===== src/rtl/alu_issue_unit_if.sv =====
// Operand/handshake bundle between decode, the issue unit, the external ALU
// and the commit/trace consumer. The issue unit uses the slave view; the
// surrounding logic (decode, ALU, consumer) uses the master view.
interface alu_issue_unit_if #(
   parameter int XLEN = 32
);
   // request side (from decode)
   logic            req_valid;
   logic            req_ready;
   logic [3:0]      req_op;
   logic [4:0]      req_rs1;
   logic [4:0]      req_rs2;
   logic [XLEN-1:0] req_imm;
   logic            req_use_imm;
   logic [4:0]      req_rd;
   // ALU side
   logic [XLEN-1:0] alu_opdA;
   logic [XLEN-1:0] alu_opdB;
   logic [3:0]      alu_op_sel;
   logic [XLEN-1:0] alu_out;
   // response side (to commit/trace)
   logic            rsp_valid;
   logic            rsp_ready;
   logic [4:0]      rsp_rd;
   logic [XLEN-1:0] rsp_data;
   logic            rsp_err;
   // debug register read
   logic [4:0]      dbg_addr;
   logic [XLEN-1:0] dbg_data;

   modport master (
      output req_valid, req_op, req_rs1, req_rs2, req_imm, req_use_imm, req_rd,
      input  req_ready,
      input  alu_opdA, alu_opdB, alu_op_sel,
      output alu_out,
      input  rsp_valid, rsp_rd, rsp_data, rsp_err,
      output rsp_ready,
      output dbg_addr,
      input  dbg_data
   );

   modport slave (
      input  req_valid, req_op, req_rs1, req_rs2, req_imm, req_use_imm, req_rd,
      output req_ready,
      output alu_opdA, alu_opdB, alu_op_sel,
      input  alu_out,
      output rsp_valid, rsp_rd, rsp_data, rsp_err,
      input  rsp_ready,
      input  dbg_addr,
      output dbg_data
   );
endinterface


===== src/rtl/alu_issue_unit.sv =====
// ALU issue unit: owns the 32-entry integer register file and runs one
// operation at a time through an external combinational ALU.
// Sequence: IDLE (accept, read operands) -> EXEC (ALU settles, write back)
// -> RESP (hold result until consumed) -> IDLE.
module alu_issue_unit #(
   parameter int XLEN       = 32,
   parameter bit CLEAR_REGS = 1'b1
) (
   input  logic           clk,
   input  logic           rst,
   alu_issue_unit_if.slave bus
);

   // ALU op codes
   localparam logic [3:0] OP_ADD  = 4'd0;
   localparam logic [3:0] OP_SUB  = 4'd1;
   localparam logic [3:0] OP_XOR  = 4'd2;
   localparam logic [3:0] OP_OR   = 4'd3;
   localparam logic [3:0] OP_AND  = 4'd4;
   localparam logic [3:0] OP_SRL  = 4'd5;
   localparam logic [3:0] OP_SRA  = 4'd6;
   localparam logic [3:0] OP_SLL  = 4'd7;
   localparam logic [3:0] OP_SLT  = 4'd8;
   localparam logic [3:0] OP_SLTU = 4'd9;

   typedef enum logic [1:0] {
      IDLE = 2'd0,
      EXEC = 2'd1,
      RESP = 2'd2
   } state_t;

   state_t          state;
   state_t          state_next;

   logic [XLEN-1:0] regs [0:31];
   logic [XLEN-1:0] opd_a;
   logic [XLEN-1:0] opd_b;
   logic [3:0]      op_sel;
   logic [4:0]      rd;
   logic            err;
   logic [XLEN-1:0] data;

   logic            accept;
   logic            illegal;
   logic            wr_en;
   logic [XLEN-1:0] rs1_data;
   logic [XLEN-1:0] rs2_data;

   // Codes above SLTU are the unlisted ones; they are executed as ADD and flagged.
   assign illegal  = (bus.req_op > OP_SLTU);
   assign accept   = (state == IDLE) && bus.req_valid;
   // No write-back for x0 or flagged ops. An async reset forces IDLE, so a
   // pending write-back is dropped in both register-file variants.
   assign wr_en    = (state == EXEC) && !err && (rd != 5'd0);

   // x0 reads as zero everywhere, so regs[0] is never consulted.
   assign rs1_data = (bus.req_rs1 == 5'd0)  ? '0 : regs[bus.req_rs1];
   assign rs2_data = (bus.req_rs2 == 5'd0)  ? '0 : regs[bus.req_rs2];

   assign bus.dbg_data   = (bus.dbg_addr == 5'd0) ? '0 : regs[bus.dbg_addr];
   assign bus.req_ready  = (state == IDLE);
   assign bus.rsp_valid  = (state == RESP);
   assign bus.rsp_rd     = rd;
   assign bus.rsp_data   = data;
   assign bus.rsp_err    = err;
   assign bus.alu_opdA   = opd_a;
   assign bus.alu_opdB   = opd_b;
   assign bus.alu_op_sel = op_sel;

   // State register.
   always_ff @(posedge clk or posedge rst) begin
      if (rst) begin
         state <= IDLE;
      end else begin
         state <= state_next;
      end
   end

   // Next-state logic: EXEC always lasts one cycle, RESP waits for the consumer.
   always_comb begin
      state_next = state;
      case (state)
         IDLE:    if (bus.req_valid) state_next = EXEC;
         EXEC:    state_next = RESP;
         RESP:    if (bus.rsp_ready) state_next = IDLE;
         default: state_next = IDLE;
      endcase
   end

   // Operand/op registers load only on accept; result captured at the end of EXEC.
   always_ff @(posedge clk or posedge rst) begin
      if (rst) begin
         opd_a  <= '0;
         opd_b  <= '0;
         op_sel <= OP_ADD;
         rd     <= 5'd0;
         err    <= 1'b0;
         data   <= '0;
      end else begin
         if (accept) begin
            opd_a  <= rs1_data;
            opd_b  <= bus.req_use_imm ? bus.req_imm : rs2_data;
            op_sel <= illegal ? OP_ADD : bus.req_op;
            rd     <= bus.req_rd;
            err    <= illegal;
         end
         if (state == EXEC) begin
            data <= bus.alu_out;
         end
      end
   end

   generate
      if (CLEAR_REGS) begin : g_clear_regs
         // Register file, cleared on reset.
         always_ff @(posedge clk or posedge rst) begin
            if (rst) begin
               for (int i = 0; i < 32; i++) begin
                  regs[i] <= '0;
               end
            end else if (wr_en) begin
               regs[rd] <= bus.alu_out;
            end
         end
      end else begin : g_keep_regs
         // Register file, contents survive reset.
         always_ff @(posedge clk) begin
            if (wr_en) begin
               regs[rd] <= bus.alu_out;
            end
         end
      end
   endgenerate

endmodule


===== src/flat_wrapper.sv =====
// flat-port wrapper written by rule: the top's interface ports become plain ports
module alu_issue_unit_flat 
#(
   parameter int XLEN       = 32,
   parameter bit CLEAR_REGS = 1'b1
)
  (clk, rst, bus_req_valid, bus_req_op, bus_req_rs1, bus_req_rs2, bus_req_imm, bus_req_use_imm, bus_req_rd, bus_req_ready, bus_alu_opdA, bus_alu_opdB, bus_alu_op_sel, bus_alu_out, bus_rsp_valid, bus_rsp_rd, bus_rsp_data, bus_rsp_err, bus_rsp_ready, bus_dbg_addr, bus_dbg_data);
  alu_issue_unit_if #(.XLEN(XLEN)) bus_i ();
  input  logic clk;
  input  logic rst;
  input wire logic [$bits(bus_i.req_valid)-1:0] bus_req_valid;
  input wire logic [$bits(bus_i.req_op)-1:0] bus_req_op;
  input wire logic [$bits(bus_i.req_rs1)-1:0] bus_req_rs1;
  input wire logic [$bits(bus_i.req_rs2)-1:0] bus_req_rs2;
  input wire logic [$bits(bus_i.req_imm)-1:0] bus_req_imm;
  input wire logic [$bits(bus_i.req_use_imm)-1:0] bus_req_use_imm;
  input wire logic [$bits(bus_i.req_rd)-1:0] bus_req_rd;
  output wire logic [$bits(bus_i.req_ready)-1:0] bus_req_ready;
  output wire logic [$bits(bus_i.alu_opdA)-1:0] bus_alu_opdA;
  output wire logic [$bits(bus_i.alu_opdB)-1:0] bus_alu_opdB;
  output wire logic [$bits(bus_i.alu_op_sel)-1:0] bus_alu_op_sel;
  input wire logic [$bits(bus_i.alu_out)-1:0] bus_alu_out;
  output wire logic [$bits(bus_i.rsp_valid)-1:0] bus_rsp_valid;
  output wire logic [$bits(bus_i.rsp_rd)-1:0] bus_rsp_rd;
  output wire logic [$bits(bus_i.rsp_data)-1:0] bus_rsp_data;
  output wire logic [$bits(bus_i.rsp_err)-1:0] bus_rsp_err;
  input wire logic [$bits(bus_i.rsp_ready)-1:0] bus_rsp_ready;
  input wire logic [$bits(bus_i.dbg_addr)-1:0] bus_dbg_addr;
  output wire logic [$bits(bus_i.dbg_data)-1:0] bus_dbg_data;
  assign bus_i.req_valid = bus_req_valid;
  assign bus_i.req_op = bus_req_op;
  assign bus_i.req_rs1 = bus_req_rs1;
  assign bus_i.req_rs2 = bus_req_rs2;
  assign bus_i.req_imm = bus_req_imm;
  assign bus_i.req_use_imm = bus_req_use_imm;
  assign bus_i.req_rd = bus_req_rd;
  assign bus_req_ready = bus_i.req_ready;
  assign bus_alu_opdA = bus_i.alu_opdA;
  assign bus_alu_opdB = bus_i.alu_opdB;
  assign bus_alu_op_sel = bus_i.alu_op_sel;
  assign bus_i.alu_out = bus_alu_out;
  assign bus_rsp_valid = bus_i.rsp_valid;
  assign bus_rsp_rd = bus_i.rsp_rd;
  assign bus_rsp_data = bus_i.rsp_data;
  assign bus_rsp_err = bus_i.rsp_err;
  assign bus_i.rsp_ready = bus_rsp_ready;
  assign bus_i.dbg_addr = bus_dbg_addr;
  assign bus_dbg_data = bus_i.dbg_data;
  alu_issue_unit #(.XLEN(XLEN), .CLEAR_REGS(CLEAR_REGS)) u_core (.clk(clk), .rst(rst), .bus(bus_i));
endmodule

===== config.mk =====
export PLATFORM = sky130hd
export DESIGN_NAME = alu_issue_unit_flat
export DESIGN_NICKNAME = d
export VERILOG_FILES = /design/src/rtl/alu_issue_unit_if.sv /design/src/rtl/alu_issue_unit.sv /design/src/flat_wrapper.sv
export SDC_FILE = /design/constraint.sdc
export NUM_CORES = 2
export LEC_CHECK = 0
export CELL_PAD_IN_SITES_DETAIL_PLACEMENT = 1
export CELL_PAD_IN_SITES_GLOBAL_PLACEMENT = 2
export CORE_MARGIN = 3
export CORE_UTILIZATION = 45
export CTS_BUF_LIST = sky130_fd_sc_hd__clkbuf_8 sky130_fd_sc_hd__clkbuf_16
export DETAILED_ROUTE_END_ITERATION = 8
export GPL_TIMING_DRIVEN = 0
export PLACE_DENSITY = 0.83
export SETUP_SLACK_MARGIN = 0.3
export SLEW_MARGIN = 20
export SYNTH_ARGS = -nofsm -noshare
export SYNTH_HDL_FRONTEND = slang
export SYNTH_SLANG_ARGS = --single-unit

===== constraint.sdc =====
create_clock -name clk -period 45.2 [get_ports clk]
set_clock_uncertainty 0.2 [all_clocks]
set_input_delay 6.78 -clock clk [delete_from_list [all_inputs] [get_ports clk]]
set_output_delay 6.78 -clock clk [all_outputs]
set_load 0.02 [all_outputs]

* Word level (Yosys, flattened, before mapping) *
Index checks and enable logic that the tools add are counted.

storage, ports and cells
  latch bits = 0
  input bits = 93
  bits in registers = 1,132
  memory bits (read-only) = 0
  output and inout bits = 140
  memory bits (writable) = 0
  memories = 0
  logic and storage cells = 84

cells by class
  divide/modulo/power cells = 0
  reduce and logical (&&, ||, !) cells = 11
  eq/ne operators = 4
  $mul = 0
  $add $sub $neg = 0
  shift-type cells = 0
  $lt $le $gt $ge = 6
  multiplexer cells = 20
  bitwise logic cells = 4

operator list
  kind                  count
  $bwmux W1024          1
  $bmux W32 S5          3
  $mux W32              11
  $demux W32 S5         1
  $ge A6 B6 Y1 const B  4
  $not A5 Y6            4
  $logic_not A5 Y1      3
  $lt A6 B1 Y1 const B  1
  $pmux W2 S3           1
  $reduce_bool A5 Y1    1
  $gt A4 B4 Y1 const B  1
  $logic_and A1 B1 Y1   4
  $mux W2               2
  $mux W4               1
  $eq A2 B1 Y1 const B  1
  $eq A2 B2 Y1 const B  1
  $logic_not A2 Y1      1
  $ne A2 B1 Y1 const B  1
  $ne A2 B2 Y1 const B  1
  $reduce_and A2 Y1     1
  $logic_not A1 Y1      1

* Logic depth before layout (Yosys ltp) *
  depth after elaboration = 6
  gate-level depth with buffers = 10

* Worst setup path before layout *
OpenSTA, ideal clock, no wires.

  path kind = input -> output
  start = input bus_dbg_addr[2]
  end = output bus_dbg_data[17]
  buffers on the path = 3
  slack = 29.649 ns
  stages = 8
  arrival = 8.571 ns
  cells stage by stage = buf_2 > or3b_2 > clkbuf_1 > clkbuf_1 > o22ai_1 > or3_1 > a21oi_1 > nor3_1

on the way
  cells in the longest elaborated chain, start to end = 5

ends and longest elaborated chain
  item                                         line                  RTL
  start: declaration                           flat_wrapper.sv:28    input wire logic [$bits(bus_i.dbg_addr)-1:0] bus_dbg_addr;
  $not A5 Y6 (not written as such)             alu_issue_unit.sv:60  assign bus.dbg_data = (bus.dbg_addr == 5'd0) ? '0 : regs[bus.dbg_addr];
  $bmux W32 S5                                 alu_issue_unit.sv:60
  $mux W32 (not written as such) (2 in a row)  alu_issue_unit.sv:60
  $mux W32 *                                   alu_issue_unit.sv:60
  end: declaration                             flat_wrapper.sv:29    output wire logic [$bits(bus_i.dbg_data)-1:0] bus_dbg_data;

Mark *: on every way between the ends. The rest lies on a longest branch, timed or not. The select of a mux whose other input is x is not followed.

* Worst setup path after layout *
  start = input bus_dbg_addr[3]
  end = output bus_dbg_data[16]

The elaborated chain is that of the path after synthesis.

==> metrics.md <==
| Metric | Value |
|---|---|
| CTS tree | `built` |
| Die height | `391 µm` |
| EDFF count, synth | `0` |
| Largest net degree at the start of global routing | `between 100 and 150` |
| Fin nets | `5,456` |
| First-pass GRT wire length | `between 400 and 500 mm` |
| Ys Warns | `0` |
| Cells after Synth | `4,978` |
| RSZ-0062 raised after global routing | `false` |
| Ratio of cells with drive above 1 in the final layout | `38.1%` |
| Total Wirelength | `roughly 350 mm` |
| Skew-Pair Late Insertion Delay | `820 ps` |
| Post-route DRC violation count | `0` |
| Syn avg cell area | `13.4 µm²` |
| Iter 0 DRT Violations | `a little over 8,000` |
| Port buffer count | `221` |
| Final Power | `4.61 mW` |
| Number of clock sinks | `1,132` |
| Critical Path Fanout Max | `10` |
| Post-DP HPWL | `238 mm` |
| Initial core utilization | `45.6%` |
| Total global-route track usage | `44.6%` |
| Final core utilization | `52.4%` |
| Status | `complete, no violations` |
| HP Class | `register to register` |
| GPL Wtd Cong | `1.01` |
| Post-route ant nets | `0` |
| Clock-pin slew on the worst setup and hold paths | `about 60 ps` |
| Cell Pwr Density | `roughly 60 mW/mm²` |
| Total CTS buffers | `136` |
| Max Transition Viols Final | `0` |
| Average routed wire per standard cell | `around 47 µm` |
| Yosys cell types | `49` |
| Place WS | `26,850 ps` |
| Seq/Total Area, Yosys | `42.5%` |
| Setup TNS Final | `0 ps` |
| Die area | `0.153 mm²` |
| Synthesized cell area | `0.0667 mm²` |
| Hold-fix buffers, CTS | `0` |
| Most used DFF post-synth | `dfrtp_1` |
| Worst slew pin tran | `1370 ps` |
| Vias post-DR | `54,900` |
| Clock root cell | `clkbuf_16` |
| Max IR drop VDD | `between 0.00004 and 0.00005 V` |
| Bufs on Longest Clock Path | `3` |
| CTS-repair resized insts | `0` |
| Fmax | `53.0 MHz` |
| Critical-path top delay cell | `clkbuf_1` |
| Final worst setup slack | `~26,000 ps` |
| Max-cap violations | `0` |
| Worst path buffer plus inverter count | `5` |
| Die X | `391 µm` |
| Cell Area, Placed | `0.0721 mm²` |
| CP required | `38,220 ps` |
| Net Count, Synth | `5,071` |
| Final Cycle Share | `41.7%` |
| GR Overflow Total | `0` |
| CP arrival | `11,890 ps` |
| Pre-antenna DRT Iters | `6` |
| Synthesis-to-finish area growth | `15.1%` |
| Nature of the critical path startpoint | `input pin` |
| Placed insts | `7,141` |
| Worst rel slew slack | `roughly 8.9%` |
| Number of H-tree levels | `4` |
| Initial antenna violation count | `20` |
| Crit. End Element | `output pin` |
| WHS | `276 ps` |
| Crit path largest cell delay | `990 ps` |
| Post CTS Setup Buffer Count | `0` |
| Number of global-route vias before repair | `55,400` |
| Core area | `0.146 mm²` |
| Layout Cells excl Fill | `7,409` |
| Hold Fails Final Rpt | `0` |
| Leakage | `32.6 nW` |
| Synthesized flop and latch total | `1,132` |
| Cell family with the largest share of critical-path delay | `buffers and inverters` |
| Critical Setup Path Class | `input pin to output pin` |
| # IOs | `233` |
| Fin area | `~0.077 mm²` |
| Final Critical Period | `18,870 ps` |
| DR vias/cell | `7.41` |
| Crit path cell chain | `clkdlybuf4s50_1 -> buf_2 -> clkbuf_1 -> clkbuf_1 -> a21oi_1 -> nor3_1 -> clkdlybuf4s50_1` |
| Placement Rows | `140` |
| Ys async rst share | `100%` |
| Final number of setup-violating endpoints | `0` |
==> metal layers <==
metal	share of wire [%]	global-route usage (%)	up-vias
li1	-	-	20200
met1	35	52.9	29100
met2	42	62.4	4329
met3	14	22.1	1307
met4	8.6	32.4	13
met5	0.070	0.797	-
==> area by class of cell <==
cell class,count,area (µm²)
Clock buffer,166,3880
Clock inverter,80,772
Tap cell,1917,2400
Buffer,567,2610
Timing Repair Buffer,247,2850
Antenna cell,21,52.6
Inverter,3,18.8
Fill cell,14600,69600
Multi-Input combinational cell,3276,35900
Sequential cell,1132,28300
==> placed cells by master (no fill, tap or decap), types with 29 or more instances in the layout <==
| cell type | netlist | routed |
|---|---|---|
| buf_1 | 71 | 55 |
| mux4_2 | 471 | 471 |
| a211oi_1 | 29 | 29 |
| nor2_1 | 73 | 72 |
| o22ai_1 | 152 | 152 |
| o41ai_1 | 30 | 30 |
| mux2_2 | 1054 | 1054 |
| nor3_1 | 63 | 62 |
| o21ai_0 | 64 | 64 |
| mux2i_1 | 624 | 624 |
| clkbuf_2 | 0 | 71 |
| o221ai_1 | 31 | 31 |
| a2111oi_0 | 29 | 29 |
| nand2_1 | 134 | 134 |
| or3_1 | 44 | 44 |
| clkbuf_1 | 274 | 203 |
| inv_1 | 2 | 31 |
| a221oi_1 | 33 | 33 |
| dfrtp_1 | 1132 | 1132 |
| clkdlybuf4s50_1 | 0 | 221 |
| clkbuf_16 | 0 | 142 |
| a22oi_1 | 181 | 181 |
| a21oi_1 | 117 | 117 |
| buf_2 | 195 | 211 |
==> report_power, final <==
group	internal [mW]	switching [mW]
registers	1.41	0.436
clock network	0.684	0.488
logic	0.849	0.744
total	2.95	1.67
==> sequential cells by signal (all words and copies together), names as in the netlist <==
register,count
u_core.regs,1024
u_core.bus.alu_opdA,32
u_core.bus.alu_opdB,32
u_core.bus.rsp_data,32
u_core.bus.rsp_rd,5
u_core.bus.alu_op_sel,4
u_core.state,2
u_core.bus.rsp_err,1
==> synthesized netlist by cell type (5+ instances only) <==
master        n  area [µm²]
dfrtp_1    1132       28300
mux2_2     1054       11900
mux2i_1     624        6250
mux4_2      471       10600
clkbuf_1    274        1030
buf_2       195         976
a22oi_1     181        1360
o22ai_1     152         951
nand2_1     134         503
a21oi_1     117         586
nor2_1       73         274
buf_1        71         267
o21ai_0      64         320
nor3_1       63         315
or3_1        44         275
a221oi_1     33         289
o221ai_1     31         272
o41ai_1      30         263
a2111oi_0    29         254
a211oi_1     29         218
o22a_1       28         245
mux2_1       23         259
buf_4        22         165
nor2b_1      17         106
nand3_1      12        60.1
nand2b_1     10        62.6
a211o_1       9        78.8
nand4_1       6        37.5
o211ai_1      5        37.5
==> tightest hold or removal path: cells and delay by family, from the launching register on <==
| family | cells | cell delay, ps |
|---|---|---|
| simple gates | 2 | 100 |
| flops | 1 | 350 |
==> cell families after synthesis <==
group,share of synthesized area [%]
buffers and inverters,3.77
AO/OA/AOI/OAI,7.44
AND/OR/NAND/NOR,2.73
multiplexers,43.6
flip-flops,42.5
==> worst paths after layout <==
path                                                      start                                   end  slack, ps  depth (start not counted)
setup / recovery                                bus_dbg_addr[3]                      bus_dbg_data[16]      26330                          7
hold / removal             u_core.bus.alu_op_sel[2]$_DFFE_PP0P_  u_core.bus.alu_op_sel[2]$_DFFE_PP0P_        280                          2
setup reg to reg                    u_core.state[0]$_DFFE_PP0P_    u_core.bus.alu_opdB[0]$_DFFE_PP0P_      40840                          8
hold reg to reg            u_core.bus.alu_op_sel[2]$_DFFE_PP0P_  u_core.bus.alu_op_sel[2]$_DFFE_PP0P_        280                          2
max in group asynchronous                                   rst          u_core.regs[686]$_DFFE_PP0P_      36380                          6
min in group asynchronous                                   rst          u_core.regs[702]$_DFFE_PP0P_       6150                          2
(Power assumes the default switching activity.)
